===== src/rtl/register_writeback.sv =====
// Register-file write front end: arbitrates ALU/load results into a small FIFO and drains one write per cycle.
// Optional WB_ZERO_REG_EN: results targeting index all-ones handshake normally but are dropped.
module register_writeback #(
  parameter int unsigned dataWidth    = 64,
  parameter int unsigned addressWidth = 5,
  parameter int unsigned fifoDepth    = 8
) (
  input  logic                       clock,
  input  logic                       reset_n,
  input  logic                       load_valid,
  output logic                       load_ready,
  input  logic [addressWidth-1:0]    load_register,
  input  logic [dataWidth-1:0]       load_data,
  input  logic                       alu_valid,
  output logic                       alu_ready,
  input  logic [addressWidth-1:0]    alu_register,
  input  logic [dataWidth-1:0]       alu_data,
  output logic                       reg_write,
  output logic [addressWidth-1:0]    write_register,
  output logic [dataWidth-1:0]       write_data,
  output logic [$clog2(fifoDepth):0] pending_count,
  output logic                       busy
);

  localparam int unsigned PTR_W   = $clog2(fifoDepth);
  localparam int unsigned CNT_W   = PTR_W + 1;
  localparam int unsigned ENTRY_W = addressWidth + dataWidth;

  typedef enum logic {GRANT_LOAD = 1'b0, GRANT_ALU = 1'b1} grant_e;

  logic [ENTRY_W-1:0] mem [fifoDepth];
  logic [PTR_W-1:0]   wr_ptr;
  logic [PTR_W-1:0]   rd_ptr;
  grant_e             last_grant;
  grant_e             arb_grant;
  logic               arbitrated;
  logic [CNT_W-1:0]   free_slots;
  logic [CNT_W-1:0]   count_next;
  logic               load_is_zero;
  logic               alu_is_zero;
  logic               load_push;
  logic               alu_push;
  logic               pop;

`ifdef WB_ZERO_REG_EN
  assign load_is_zero = &load_register;
  assign alu_is_zero  = &alu_register;
`else
  assign load_is_zero = 1'b0;
  assign alu_is_zero  = 1'b0;
`endif

  assign free_slots = CNT_W'(fifoDepth) - pending_count;

  // Ready generation; on the last free slot with both offering, alternate the grant.
  always_comb begin
    load_ready = 1'b0;
    alu_ready  = 1'b0;
    arb_grant  = last_grant;
    arbitrated = 1'b0;
    if (free_slots >= CNT_W'(2)) begin
      load_ready = 1'b1;
      alu_ready  = 1'b1;
    end else if (free_slots == CNT_W'(1)) begin
      if (load_valid && alu_valid) begin
        arbitrated = 1'b1;
        if (last_grant == GRANT_ALU) begin
          load_ready = 1'b1;
          arb_grant  = GRANT_LOAD;
        end else begin
          alu_ready  = 1'b1;
          arb_grant  = GRANT_ALU;
        end
      end else begin
        load_ready = 1'b1;
        alu_ready  = 1'b1;
      end
    end
  end

  assign load_push  = load_valid && load_ready && !load_is_zero;
  assign alu_push   = alu_valid && alu_ready && !alu_is_zero;
  assign pop        = (pending_count != '0);
  assign count_next = pending_count + CNT_W'(load_push) + CNT_W'(alu_push) - CNT_W'(pop);

  // Load entry lands first so the ALU value for a shared index is written last.
  always_ff @(posedge clock) begin
    if (load_push) begin
      mem[wr_ptr] <= {load_register, load_data};
    end
    if (alu_push) begin
      mem[load_push ? wr_ptr + PTR_W'(1) : wr_ptr] <= {alu_register, alu_data};
    end
  end

  always_ff @(posedge clock or negedge reset_n) begin
    if (!reset_n) begin
      wr_ptr         <= '0;
      rd_ptr         <= '0;
      pending_count  <= '0;
      last_grant     <= GRANT_ALU;
      reg_write      <= 1'b0;
      write_register <= '0;
      write_data     <= '0;
      busy           <= 1'b0;
    end else begin
      wr_ptr        <= wr_ptr + PTR_W'(load_push) + PTR_W'(alu_push);
      rd_ptr        <= rd_ptr + PTR_W'(pop);
      pending_count <= count_next;
      reg_write     <= pop;
      busy          <= (count_next != '0) || pop;
      if (pop) begin
        {write_register, write_data} <= mem[rd_ptr];
      end
      if (arbitrated) begin
        last_grant <= arb_grant;
      end
    end
  end

endmodule


===== config.mk =====
export PLATFORM = sky130hd
export DESIGN_NAME = register_writeback
export DESIGN_NICKNAME = d
export VERILOG_FILES = /design/src/rtl/register_writeback.sv
export SDC_FILE = /design/constraint.sdc
export NUM_CORES = 1
export LEC_CHECK = 0
export CORE_MARGIN = 2
export CORE_UTILIZATION = 45
export CTS_CLUSTER_DIAMETER = 80
export DETAILED_ROUTE_END_ITERATION = 6
export SYNTH_ARGS = -nofsm -noshare
export SYNTH_HDL_FRONTEND = slang
export SYNTH_SLANG_ARGS = --single-unit

===== constraint.sdc =====
create_clock -name clock -period 13.1 [get_ports clock]
set_input_delay 3.275 -clock clock [delete_from_list [all_inputs] [get_ports clock]]
set_output_delay 3.275 -clock clock [all_outputs]
set_load 0.1 [all_outputs]

* After elaboration in Yosys (flattened, before gate mapping)
Memories as Yosys holds them, arrays and structs flattened. A register that Yosys moved wholly into a read port is not among the register bits. Index checks and enable logic that the tools add are counted.
Word-level totals: flip-flop bits (word level) 13, memory bits (writable) 552, bits of input ports 142, output and inout bits 77, word-level logic and storage cells 42, memories kept 1
Memory list:
- mem | depth 8, width 69, read ports 1, clocked after Yosys merged registers in 1, write ports 2, line 31 | logic [ENTRY_W-1:0] mem [fifoDepth];
Cells by class: add/sub/neg operators 8, $lt $le $gt $ge 1, equality and inequality tests 1, mux-type cells 16, bitwise operators 1, reduce and logical (&&, ||, !) cells 8
Operators with widths (count):
- 1-bit 2-to-1 mux | 15
- 3-bit by 1-bit adder with 3-bit output | 3
- 4-bit by 1-bit adder with 4-bit output | 2
- 4-bit nonzero test | 2
- 4-bit by 1-bit == test with 1-bit output (second input constant) | 1
- 4-bit by 2-bit >= comparator with 1-bit output (second input constant) | 1
- 4-bit AND reduction | 1
- 4-bit by 1-bit subtractor with 4-bit output | 1
- 4-bit subtractor (first input constant) | 1
- 3-bit by 1-bit adder with 3-bit output (second input constant) | 1
- 1-bit logical AND | 3
- 3-bit 2-to-1 mux | 1
- 1-bit zero test | 1
- 1-bit logical OR | 1
- 1-bit NOT | 1

* Depth between registers and ports, before layout
depth in word-level cells 10, gate-level depth with buffers 14, gate-level depth less buffers 13

* Worst setup path before layout
Ideal clock, no wire load.
path kind in2reg, start input port alu_valid, end memory mem[3][0] in the netlist's numbering, enable pin, setup time 0.599 ns, arrival time 8.897 ns, required time 12.501 ns, setup slack 3.604 ns, stages 4, path buffers 0, cells stage by stage nand3b_1 -> and2_1 -> o31ai_1 -> o31ai_1
RTL lines:
- from (decl) | line 14 | input logic alu_valid,
- to (decl) | line 31

* Worst setup path in the final report
start input port load_valid, end output port load_ready
On the way: longest elaborated chain between the ends 4
Ends and longest elaborated chain:
- from (decl) | line 10 | input logic load_valid,
- 1-bit logical AND | line 65 | if (load_valid && alu_valid) begin
- 1-bit 2-to-1 mux | line 65
- 1-bit 2-to-1 mux | line 64 | end else if (free_slots == CNT_W'(1)) begin
- 1-bit 2-to-1 mux | line 61 | if (free_slots >= CNT_W'(2)) begin
- to (decl) | line 11 | output logic load_ready,
Every way passes these cells.

==> impl_results.md <==
* Worst vdd ir at roughly 230 uV
* Final worst-path cycle share at 68.0%
* Worst Path Required at a little under 10 ns
* Design area at 0.0369 mm^2
* H-tree depth at 3
* Die H at 268 um
* HPWL after DPL at approximately 44 mm
* Cts hold-fix bufs at 0
* Routed wire length on met2 at 39.6 mm
* Post-CTS setup buffers at 0
* R2R depth at 10
* Syn Area/Cell at 18.0 um^2
* Routed vias/inst at 5.72
* Top_reg_cell synth: edfxtp_1
* Clock sink count at 634
* Worst slew pin tran at 1.16 ns
* Yosys warns at 0
* # resized after CTS at 0
* Starting Density at between 40 and 50%
* CTS buffer count at 72
* Filler Cells Inserted at 5631
* Post-synthesis sequential area ratio at 59.2%
* Crit end category: output port
* Post-synth top area share at 52.7%
* Start point of the critical path: load_valid
* Setup tns final at 0 ns
* Area after DPL at 0.0345 mm^2
* R2r startpoint: pending_count[1]
* Post-synthesis instance area at between 0.03 and 0.04 mm^2
* Worst reg-to-reg setup slack at 8.13 ns
* Max Buffers Root-to-Sink at 3
* Die Area at between 0.07 and 0.08 mm^2
* Site Rows at 96
* DR pass1 iterations at 5
* Critical Path AT at 5.63 ns
* Final Hold Fails at 0
* Status: complete, no violations
* Final ANT Viol Nets at 0
* Hold/Removal Path Class: reg -> reg
* Crit path time final at 8.91 ns
* Clock skew at 0.0167 ns
* Post-synth cell types at 49
* Slew margin rel. at between 20% and 30%
* WL per Instance at 27.5 um
* Global route overflow at 0
* Leakage at 12.5 nW
* CP Capture Point: load_ready
* Largest net degree at the start of global routing at 94
* Core Region at ~0.07 mm^2
* DR top layer: met5
* Fraction of layout cells with a size suffix above 1 at 37.2%
* Die X at 268 um
* Root Buffer: clkbuf_16
* Unrepaired setup endpoints after global routing: false
* WS Path Type: in -> out
* Achievable frequency at 112 MHz
* Worst-path clk slew at 0.05 ns
* Routed via count at 16900
* Antenna violations before repair at 14
* Post-Syn Instances at 1753
* PD cells at 259 mW/mm^2
* Synth cell count leaders: edfxtp_1 (552), mux2_2 (301), mux2_4 (148), mux4_2 (138), mux2_1 (103)
* Most numerous cell in the Yosys netlist: edfxtp_1
* Drt first-iter violations at approximately 1200
* Worst R2R End: mem[1][45]
* Final setup fails at 0
* Post-synth EDFFs at 552
* DR DRC count at 0
* Met3 WL at 4.62 mm
* Async set-or-reset flop fraction in the synthesized netlist at 12.9%
* I/O Buffers at 218
* Total track usage at a little under a quarter
* Max Fanout on Critical Path at 13
* Syn_nets at 1910
* Num ports at around 220
* Synth top area cells: edfxtp_1 (53%), mux2_2 (11%), mux4_2 (9.9%)
* Max Cap Viol at 0
* Clock Latency Late Sink at 0.61 ns
* Nature of the critical path startpoint: input port
* GP Congestion at 0.816
* Vias in the first global route at 17900
* Final Max Tran Viols at 0
* Met1 Routed Length at 35.7 mm
* Routed WL at 81.4 mm
* Wire length of the first global-routing pass at 120 mm
* Register bit total from synthesis at 634
* TritonCTS clock tree: built
* P&R area growth vs syn at 17.2%
* Synth area leader: edfxtp_1
* Post-layout nets at 2118
[critical path, stage by stage]
cell	delay, ns
clkdlybuf4s50_1	0.62
nand3b_1	0.33
nand2_1	0.15
nand3_1	0.11
clkdlybuf4s50_1	1.13
[cell usage in the layout, fill, tap and decap left out, drive strengths merged, types with 6 or more instances in the layout]
cell | synthesis | final
mux4 | 138 | 138
dfrtp | 81 | 81
buf | 79 | 33
o21bai | 6 | 6
clkinv | 0 | 16
ha | 12 | 12
inv | 12 | 14
o21ai | 69 | 69
edfxtp | 552 | 552
diode | 0 | 6
mux2i | 69 | 69
clkbuf | 37 | 109
mux2 | 552 | 552
clkdlybuf4s50 | 0 | 217
nor2 | 9 | 9
a32oi | 7 | 7
nand2 | 76 | 76
[sequential cells by signal, indices dropped and copies added, names as in the netlist]
name	cells
write_register	5
write_data	64
pending_count	4
reg_write	1
rd_ptr	3
last_grant	1
wr_ptr	3
mem	552
busy	1
[kinds of logic (layout without fill, tap and decap cells)]
logic type | count (synthesis) | in the layout | share of synthesized area, %
adder cells (fa/ha/maj) | 15 | 15 | 0.668
buffers and inverters | 128 | 396 | 2.51
XOR/XNOR | 8 | 8 | 0.270
other | 0 | 6 | 0
AO/OA/AOI/OAI | 107 | 107 | 2.40
AND/OR/NAND/NOR | 102 | 102 | 1.39
flip-flops | 634 | 634 | 59.2
multiplexers | 759 | 759 | 33.6
[metrics by stage]
stage / hold slack, ns / util (%) / worst slack, ns / std cells / total power, mW
finish: 0.475 / 53.5 / 4.19 / 2958 / 9.55
global route: 0.498 / 53.5 / 4.13 / 2956 / 9.97
CTS: 0.482 / 53.5 / 4.25 / 2952 / 9.67
detailed placement: 0.469 / 50.0 / 4.26 / 2818 / 7.62
global placement: 0.463 / 50.0 / 4.28 / 2818 / 7.55
floorplan: 0.477 / - / 3.60 / 1753 / 6.42
[report_power, final]
group	switching, mW	internal, mW
Clock	0.819	1.22
Sequential	0.300	3.11
Combinational	2.60	1.50
[area by class of cell]
cell class,count,area [um^2],area share [%]
repair buffers,250,2430,6.59
diodes,6,15.0,0.0407
clock inverters,25,253,0.685
multi-input cells,991,12200,33.1
well taps,931,1160,3.16
flip-flops and latches,634,18600,50.5
clock buffers,109,2120,5.74
inverters,12,45.0,0.122
[routing by layer]
metal  vias to the layer above  global-route usage, %
met5                         -                      0
met2                       412                   37.7
met4                        16                   5.74
met3                       107                   4.24
li1                       7471                      -
met1                      8928                   31.5
[how the worst min path moves through the flow]
stage	start	endpoint	slack, ns	cells past startpoint
6_report	write_data[20]	write_data[20]	0.47	2
5_1_grt	write_data[56]	write_data[56]	0.50	2
4_1_cts	write_data[14]	write_data[14]	0.48	2
3_5_place_dp	write_data[14]	write_data[14]	0.47	2
3_3_place_gp	write_data[10]	write_data[10]	0.46	2
2_1_floorplan	rd_ptr[0]	rd_ptr[0]	0.48	1
(Power assumes the default switching activity.)
